**config.mk**
```make
export PLATFORM = sky130hd
export DESIGN_NAME = alu_issue_stage
export DESIGN_NICKNAME = d
export VERILOG_FILES = /design/src/rtl/alu_issue_stage_pkg.sv /design/src/rtl/alu_issue_stage_cmd_fifo.sv /design/src/rtl/alu_issue_stage.sv
export SDC_FILE = /design/constraint.sdc
export NUM_CORES = 1
export LEC_CHECK = 0
export BUFFER_PORTS_ARGS = -buffer_cell sky130_fd_sc_hd__buf_2
export CAP_MARGIN = 20
export CORE_MARGIN = 5
export CORE_UTILIZATION = 45
export DETAILED_ROUTE_END_ITERATION = 8
export PLACE_DENSITY = 0.77
export SETUP_SLACK_MARGIN = 0.2
export SYNTH_ARGS = -nofsm -noshare
export SYNTH_HDL_FRONTEND = slang
export SYNTH_HIERARCHICAL = 1
export SYNTH_SLANG_ARGS = --single-unit
```
**constraint.sdc**
```tcl
create_clock -name clk -period 3 [get_ports clk]
set_input_delay 0 -clock clk [delete_from_list [all_inputs] [get_ports clk]]
set_output_delay 0 -clock clk [all_outputs]
set_load 0.02 [all_outputs]
```
**src/rtl/alu_issue_stage_pkg.sv**
```systemverilog
// Shared definitions for the ALU issue stage: opcode encoding and the
// command word layout {sel, a, b} used by the decode side, FIFO and ALU.
package alu_issue_stage_pkg;

  localparam int unsigned OP_W = 3;

  typedef enum logic [OP_W-1:0] {
    OP_ADD = 3'd0,
    OP_SUB = 3'd1,
    OP_NOT = 3'd2,
    OP_AND = 3'd3,
    OP_OR  = 3'd4,
    OP_XOR = 3'd5,
    OP_CMP = 3'd6,
    OP_EQU = 3'd7
  } alu_op_e;

  // Width of one packed command {sel, a, b} for an n-bit datapath.
  function automatic int unsigned cmd_width(input int unsigned n);
    return OP_W + 2 * n;
  endfunction

endpackage

```
**src/rtl/alu_issue_stage_cmd_fifo.sv**
```systemverilog
// alu_cmd_fifo: synchronous FIFO holding packed ALU commands.
// Push is refused while full and pop while empty; count reports occupancy.
module alu_cmd_fifo #(
  parameter int unsigned W     = 11,
  parameter int unsigned DEPTH = 4
) (
  input  logic                       clk,
  input  logic                       rst,
  input  logic                       push,
  input  logic [W-1:0]               wr_data,
  input  logic                       pop,
  output logic [W-1:0]               rd_data,
  output logic [$clog2(DEPTH):0]     count
);

  localparam int unsigned PW = $clog2(DEPTH);
  localparam int unsigned CW = PW + 1;

  logic [W-1:0]  mem [DEPTH];
  logic [PW-1:0] wr_ptr;
  logic [PW-1:0] rd_ptr;
  logic          do_push;
  logic          do_pop;

  assign do_push = push && (count != CW'(DEPTH));
  assign do_pop  = pop  && (count != '0);
  assign rd_data = mem[rd_ptr];

  // Storage array: written on accepted push, no reset needed
  always_ff @(posedge clk) begin
    if (do_push) begin
      mem[wr_ptr] <= wr_data;
    end
  end

  // Pointer and occupancy bookkeeping; pointers wrap naturally (DEPTH is 2^k)
  always_ff @(posedge clk) begin
    if (rst) begin
      wr_ptr <= '0;
      rd_ptr <= '0;
      count  <= '0;
    end else begin
      if (do_push) wr_ptr <= wr_ptr + PW'(1);
      if (do_pop)  rd_ptr <= rd_ptr + PW'(1);
      case ({do_push, do_pop})
        2'b10:   count <= count + CW'(1);
        2'b01:   count <= count - CW'(1);
        default: count <= count;
      endcase
    end
  end

endmodule

```
**src/rtl/alu_issue_stage.sv**
```systemverilog
// alu_issue_stage: buffers decoded ALU commands, drives the external ALU
// from the FIFO head and registers the result into a valid/ready slot.
// Optional feature macro: STICKY_FLAGS_EN (sticky carry/overflow with clear).
module alu_issue_stage
  import alu_issue_stage_pkg::*;
#(
  parameter int unsigned N     = 4,
  parameter int unsigned DEPTH = 4
) (
  input  logic                       clk,
  input  logic                       rst,
  input  logic                       in_valid,
  output logic                       in_ready,
  input  logic [OP_W-1:0]            in_sel,
  input  logic [N-1:0]               in_a,
  input  logic [N-1:0]               in_b,
  output logic [OP_W-1:0]            alu_sel,
  output logic [N-1:0]               alu_a,
  output logic [N-1:0]               alu_b,
  input  logic [N-1:0]               alu_s,
  input  logic                       alu_carry,
  input  logic                       alu_zero,
  input  logic                       alu_overflow,
  output logic                       out_valid,
  input  logic                       out_ready,
  output logic [OP_W-1:0]            out_sel,
  output logic [N-1:0]               out_s,
  output logic                       out_carry,
  output logic                       out_zero,
  output logic                       out_overflow,
  output logic [$clog2(DEPTH):0]     level
`ifdef STICKY_FLAGS_EN
  ,
  input  logic                       flag_clr,
  output logic                       sticky_carry,
  output logic                       sticky_overflow
`endif
);

  localparam int unsigned CMD_W = cmd_width(N);
  localparam int unsigned LW    = $clog2(DEPTH) + 1;

  logic [CMD_W-1:0] wr_cmd;
  logic [CMD_W-1:0] head;
  logic [LW-1:0]    count;
  logic             push;
  logic             nonempty;
  logic             capture;
  alu_op_e          head_sel;

  assign wr_cmd   = {in_sel, in_a, in_b};
  assign in_ready = (count != LW'(DEPTH));
  assign push     = in_valid && in_ready;
  assign nonempty = (count != '0);
  assign capture  = nonempty && (!out_valid || out_ready);
  assign level    = count;
  assign head_sel = alu_op_e'(head[CMD_W-1 -: OP_W]);

  alu_cmd_fifo #(
    .W     (CMD_W),
    .DEPTH (DEPTH)
  ) u_fifo (
    .clk     (clk),
    .rst     (rst),
    .push    (push),
    .wr_data (wr_cmd),
    .pop     (capture),
    .rd_data (head),
    .count   (count)
  );

  // Present the FIFO head to the ALU, forcing zeros while the FIFO is empty
  always_comb begin
    alu_sel = '0;
    alu_a   = '0;
    alu_b   = '0;
    if (nonempty) begin
      alu_sel = head_sel;
      alu_a   = head[2*N-1 -: N];
      alu_b   = head[N-1:0];
    end
  end

  // Output slot: capture the ALU result for the head command, or release on accept
  always_ff @(posedge clk) begin
    if (rst) begin
      out_valid    <= 1'b0;
      out_sel      <= '0;
      out_s        <= '0;
      out_carry    <= 1'b0;
      out_zero     <= 1'b0;
      out_overflow <= 1'b0;
    end else if (capture) begin
      out_valid    <= 1'b1;
      out_sel      <= head_sel;
      out_s        <= alu_s;
      out_carry    <= alu_carry;
      out_zero     <= alu_zero;
      out_overflow <= alu_overflow;
    end else if (out_ready) begin
      out_valid    <= 1'b0;
    end
  end

`ifdef STICKY_FLAGS_EN
  // Sticky flags: a clear coincident with a capture still keeps the new flag
  always_ff @(posedge clk) begin
    if (rst) begin
      sticky_carry    <= 1'b0;
      sticky_overflow <= 1'b0;
    end else begin
      sticky_carry    <= (flag_clr ? 1'b0 : sticky_carry)    | (capture & alu_carry);
      sticky_overflow <= (flag_clr ? 1'b0 : sticky_overflow) | (capture & alu_overflow);
    end
  end
`endif

endmodule

```
Yosys cells after proc, flatten, opt, wreduce, memory -nomap -nowiden. Memories as Yosys holds them, arrays and structs flattened. A register that Yosys moved wholly into a read port is not among the register bits. Cells that the tools add are included.

Eq/ne operators: 3. Reductions and logical operators: 9. Muxes and demuxes: 10. Add/subtract/negate cells: 4.

Operators by type and width (number): $mux 4 (2); $pmux 3 s2 (1); $add 2x1->2 const B (2); $logic_and 1x1->1 (4); $mux 1 (4); $mux 2 (2); $reduce_bool 2->1 (2); $add 3x1->3 const B (1); $mux 3 (1); $ne 3x3->1 const B (1); $reduce_bool 3->1 (1); $sub 3x1->3 const B (1); $eq 2x1->1 const B (1); $eq 2x2->1 const B (1); $logic_not 1->1 (1); $logic_or 1x1->1 (1).

Memories: 1. Memory bits (writable): 44. Output and inout bits: 26. Input bits: 22. Register bits: 18.

Memories: u_fifo.mem (words 4, width 11, read ports 1, clocked after Yosys merged registers in 1, wr ports 1, RTL line alu_issue_stage_cmd_fifo.sv:19) `logic [W-1:0] mem [DEPTH];`.

Logic depth before layout (Yosys ltp).
Depth in word-level cells: 6. Mapped depth: 12. Mapped depth without buffers: 12.

Modules after synthesis. The synthesis kept the hierarchy.

By module, submodules not included: alu_cmd_fifo (times used 1, cells each 107, sequential area each 1501.4 sq um, area an instance 2078.2 sq um); alu_issue_stage (times used 1, cells each 63, sequential area each 220.2 sq um, area an instance 581.8 sq um).

Worst setup path before layout. No wires, ideal clock.

Path kind: register -> register. Start: register u_fifo.count[2]. End: register u_fifo.count[2]. Stages on the path, launching flop included: 12. Data required time: 2.930 ns. Setup slack: 0.534 ns. Arrival: 2.396 ns. Buffers on the path: 0. Period minus slack after synthesis: 2.466 ns. Cells stage by stage: dfxtp_1 -> nand2_1 -> and2_1 -> inv_1 -> a31oi_4 -> inv_1 -> ha_1 -> inv_1 -> fa_1 -> xor2_1 -> or3_1 -> a21oi_1.

Word-level cells in the longest chain between the ends: 5. Elaborated cells on any way between the ends: 12. Those cells by class: 2 x add/sub; 3 x eq/ne; 1 x mux; 6 x reduce/logical.

Ends and longest elaborated chain: from (decl) (RTL line alu_issue_stage_cmd_fifo.sv:13) `output logic [$clog2(DEPTH):0] count`; from (signal assigned) (RTL line alu_issue_stage_cmd_fifo.sv:46) `2'b10: count <= count + CW'(1);`; from (signal assigned) (RTL line alu_issue_stage_cmd_fifo.sv:47) `2'b01: count <= count - CW'(1);`; from (signal assigned) (RTL line alu_issue_stage_cmd_fifo.sv:48) `default: count <= count;`; $ne 3x3->1 (*) (RTL line alu_issue_stage.sv:52) `assign in_ready = (count != LW'(DEPTH));`; via in_ready (RTL line alu_issue_stage.sv:13) `output logic in_ready,`; $logic_and 1x1->1 (*) (RTL line alu_issue_stage.sv:53) `assign push = in_valid && in_ready;`; via push (RTL line alu_issue_stage.sv:46) `logic push;`; $logic_and 1x1->1 (*) (RTL line alu_issue_stage_cmd_fifo.sv:25) `assign do_push = push && (count != CW'(DEPTH));`; $eq 2x1->1 or $eq 2x2->1 (tied branches) (RTL line alu_issue_stage_cmd_fifo.sv:45) `case ({do_push, do_pop})`; $pmux 3 s2 or $reduce_bool 2->1 (tied branches).

The timed path passes the listed nets; every way through them passes the cells marked *. A chain may end at the register's enable or synchronous reset.

Worst setup path in the final report.
Start: register u_fifo.count[2]. End: register u_fifo.count[2].

Word-level cells in the longest chain between the ends: 5. Elaborated cells on any way between the ends: 12. Those cells by class: 2 x add/sub; 3 x eq/ne; 1 x mux; 6 x reduce/logical.

Ends and longest elaborated chain (RTL line): $ne 3x3->1 (*) (alu_issue_stage.sv:52); $logic_and 1x1->1 (*) (alu_issue_stage.sv:53); via push (alu_issue_stage.sv:46); $logic_and 1x1->1 (*) (alu_issue_stage_cmd_fifo.sv:25); $eq 2x1->1 or $eq 2x2->1 (tied branches) (alu_issue_stage_cmd_fifo.sv:45); $pmux 3 s2 or $reduce_bool 2->1 (tied branches).

Marked as above.

==> metrics.txt <==
Syn Inst Count 170; Remaining Overflow, GRT 0; status complete, no violations; commonest cells after routing, fill and taps aside 47 x buf_2, 44 x edfxtp_1, 23 x nand2b_1, 20 x dfxtp_1, 19 x dlygate4sd3_1; final cell count without fillers 322; maximum number of pins on one net before global-route repair 32; Synth Register Bits 64; Clock Sinks 64; initial antenna violation count 0; GP Congestion approximately 0.77; Data arrival, critical path around 2.6 ns; worst skew pair latency 0.33 ns; final core occ 0.575; RSZ-0062 raised after global routing no; CP Class reg -> reg; hold_buf cts 19; Net Count, Synth a little under 200; Worst Max-Slew Pin Slew between 0.7 and 0.8 ns; final wirelength about 4.7 mm; CTS Buf Count 9; Final Max Tran Viols 0; synthesized area per cell between 15 and 20 sq um; YS warnings 6; max cap viols 0; synth top area cells edfxtp_1 50%, dfxtp_1 15%, mux4_2 8.5%, nand2b_1 5.4%, mux2i_1 4.1%; Fin. Hold Viols 0; Worst R2R Path Depth 11; leading cell type in the layout, fill and taps excluded buf_2; # setup viols final 0; Layout fillers ~460; clock tree root driver cell clkbuf_8; input/output buffers 47; Critical Path Sink Type flop; n_diodes 0; hpwl dp roughly 3.1 mm; Synth top area share 0.497; DR vias roughly 1500; Detail Route Antenna Nets 0; htree depth 3; vias per inst between 4 and 5; total global routing track utilization 0.138; Yosys cell types 28; Longest Clk Path Bufs 2; Worst Hold Class in -> reg; post-synthesis cell area about 2700 sq um; Top Ports 48; Setup Buffers After CTS 0; Post-DP Area between 2000 and 3000 sq um; FF/Latch Area roughly 1700 sq um; Final Instance Area around 3400 sq um; Synth area leader edfxtp_1; sequential fraction of the synthesis area 0.647; core area 5850 sq um; DRT iter0 DRCs between 60 and 70; Row Count 28; die width 86.9 microns; Hold Path Depth 2; First-pass DRT Iterations 4; height of the die around 87 microns; global-route wire length before repair just under 8 mm; fin nets 270; Reg clk slew, reported paths about 0.070 ns; Pwr per Cell Area between 900 and 1000 nW/um^2; share of cells above drive strength 1 0.320; WP data required between 3 and 4 ns; area grow syn2layout 26.4%; Peak VDD IR between 300 and 400 uV; Startpoint Class flop; Initial Util 0.455; CTS tree done; Max FO, Critical Path 8; leakage power 1.29 nW; Setup TNS Final 0 ns; placed insts between 200 and 300; Period Utilization, post-route 0.775; fmax about 430 MHz; Final min period ~2.3 ns; Residual DRC 0; wire length per cell approximately 15 microns; vias in the first global route about 1600; normalized max-slew margin 0.515; Multi-input gate area around 870 sq um; post-cts gate resize count 0; Die Area about 7500 sq um; Layout Skew 0.00928 ns
==> sequential cells by signal, indices dropped and copies added, names as in the netlist, named ones only <==
signal         flops
out_zero           1
out_sel            3
out_carry          1
u_fifo/mem        44
u_fifo/wr_ptr      2
u_fifo/count       3
out_valid          1
out_overflow       1
out_s              4
u_fifo/rd_ptr      2
==> report_power, final <==
| group | leakage [nW] | switching [mW] | internal (mW) |
|---|---|---|---|
| logic | 0.619 | 0.598 | 0.459 |
| registers | 0.568 | 0.121 | 1.13 |
| clock network | 0.102 | 0.312 | 0.464 |
| total | 1.29 | 1.03 | 2.05 |
==> area by class of cell <==
type                    count  area share
multi-input cells          92       0.258
clock buffers              10      0.0380
repair buffers             68       0.131
flip-flops and latches     64       0.512
clock inverters             6      0.0249
inverters                   7     0.00782
well taps                  75      0.0279
==> cells in the mapped netlist <==
library cell / count
edfxtp_1: 44
nand2b_1: 23
dfxtp_1: 20
mux2i_1: 11
mux4_2: 10
nor2b_1: 10
nor2_1: 9
and2_1: 5
ha_1: 5
inv_1: 5
a21oi_1: 3
clkbuf_1: 3
xor2_1: 3
and2b_1: 2
buf_2: 2
buf_6: 2
inv_2: 2
a31oi_4: 1
fa_1: 1
mux2_4: 1
mux4_1: 1
nand2_1: 1
nor3_2: 1
o21ai_0: 1
o311ai_1: 1
o31a_2: 1
or3_1: 1
xnor2_2: 1
==> per-layer routing <==
metal  vias to the layer above  GRT usage  share of wire
met4                         0     0.0637          0.015
met5                         -          0              0
met1                       724      0.173           0.44
met2                        38      0.214           0.49
met3                         5     0.0473          0.060
li1                        753          -              -
==> worst max-delay path, stage by stage, from the launching register on <==
cell,delay (ns)
dfxtp_1,0.51
nand2_1,0.11
and2_1,0.17
inv_1,0.08
a31oi_4,0.06
inv_1,0.10
ha_1,0.18
inv_1,0.06
fa_1,0.37
xor2_1,0.15
or3_1,0.30
a21oi_1,0.15
==> cells by family (layout without fill, tap and decap cells) <==
kind of cell    count (synthesis)  in the layout  share of synthesized area
fa+ha+maj                       6              6                     0.0310
xor+xnor                        4              4                     0.0160
mux                            23             23                      0.142
buf+inv                        14             91                     0.0263
flops                          64             64                      0.647
compound gates                  7              7                     0.0226
simple gates                   52             52                      0.115
==> worst paths after layout <==
check / start / end / slack (ns)
max: u_fifo/count[2] / u_fifo/count[2] / 0.67
min: rst / u_fifo/count[0] / 0.1
max reg2reg: u_fifo/count[2] / u_fifo/count[2] / 0.67
min reg2reg: out_s[3] / out_s[3] / 0.47
==> through the flow <==
step | setup slack [ns] | total power, mW | hold slack [ns]
final | 0.674 | 3.08 | 0.0977
after detailed placement | 0.684 | 2.33 | 0.216
after global placement | 0.800 | 2.30 | 0.216
after CTS | 0.672 | 3.13 | 0.0768
after global routing | 0.505 | 3.26 | 0.119
after floorplan | 0.534 | 2.02 | 0.0989
(Power assumes the default switching activity.)
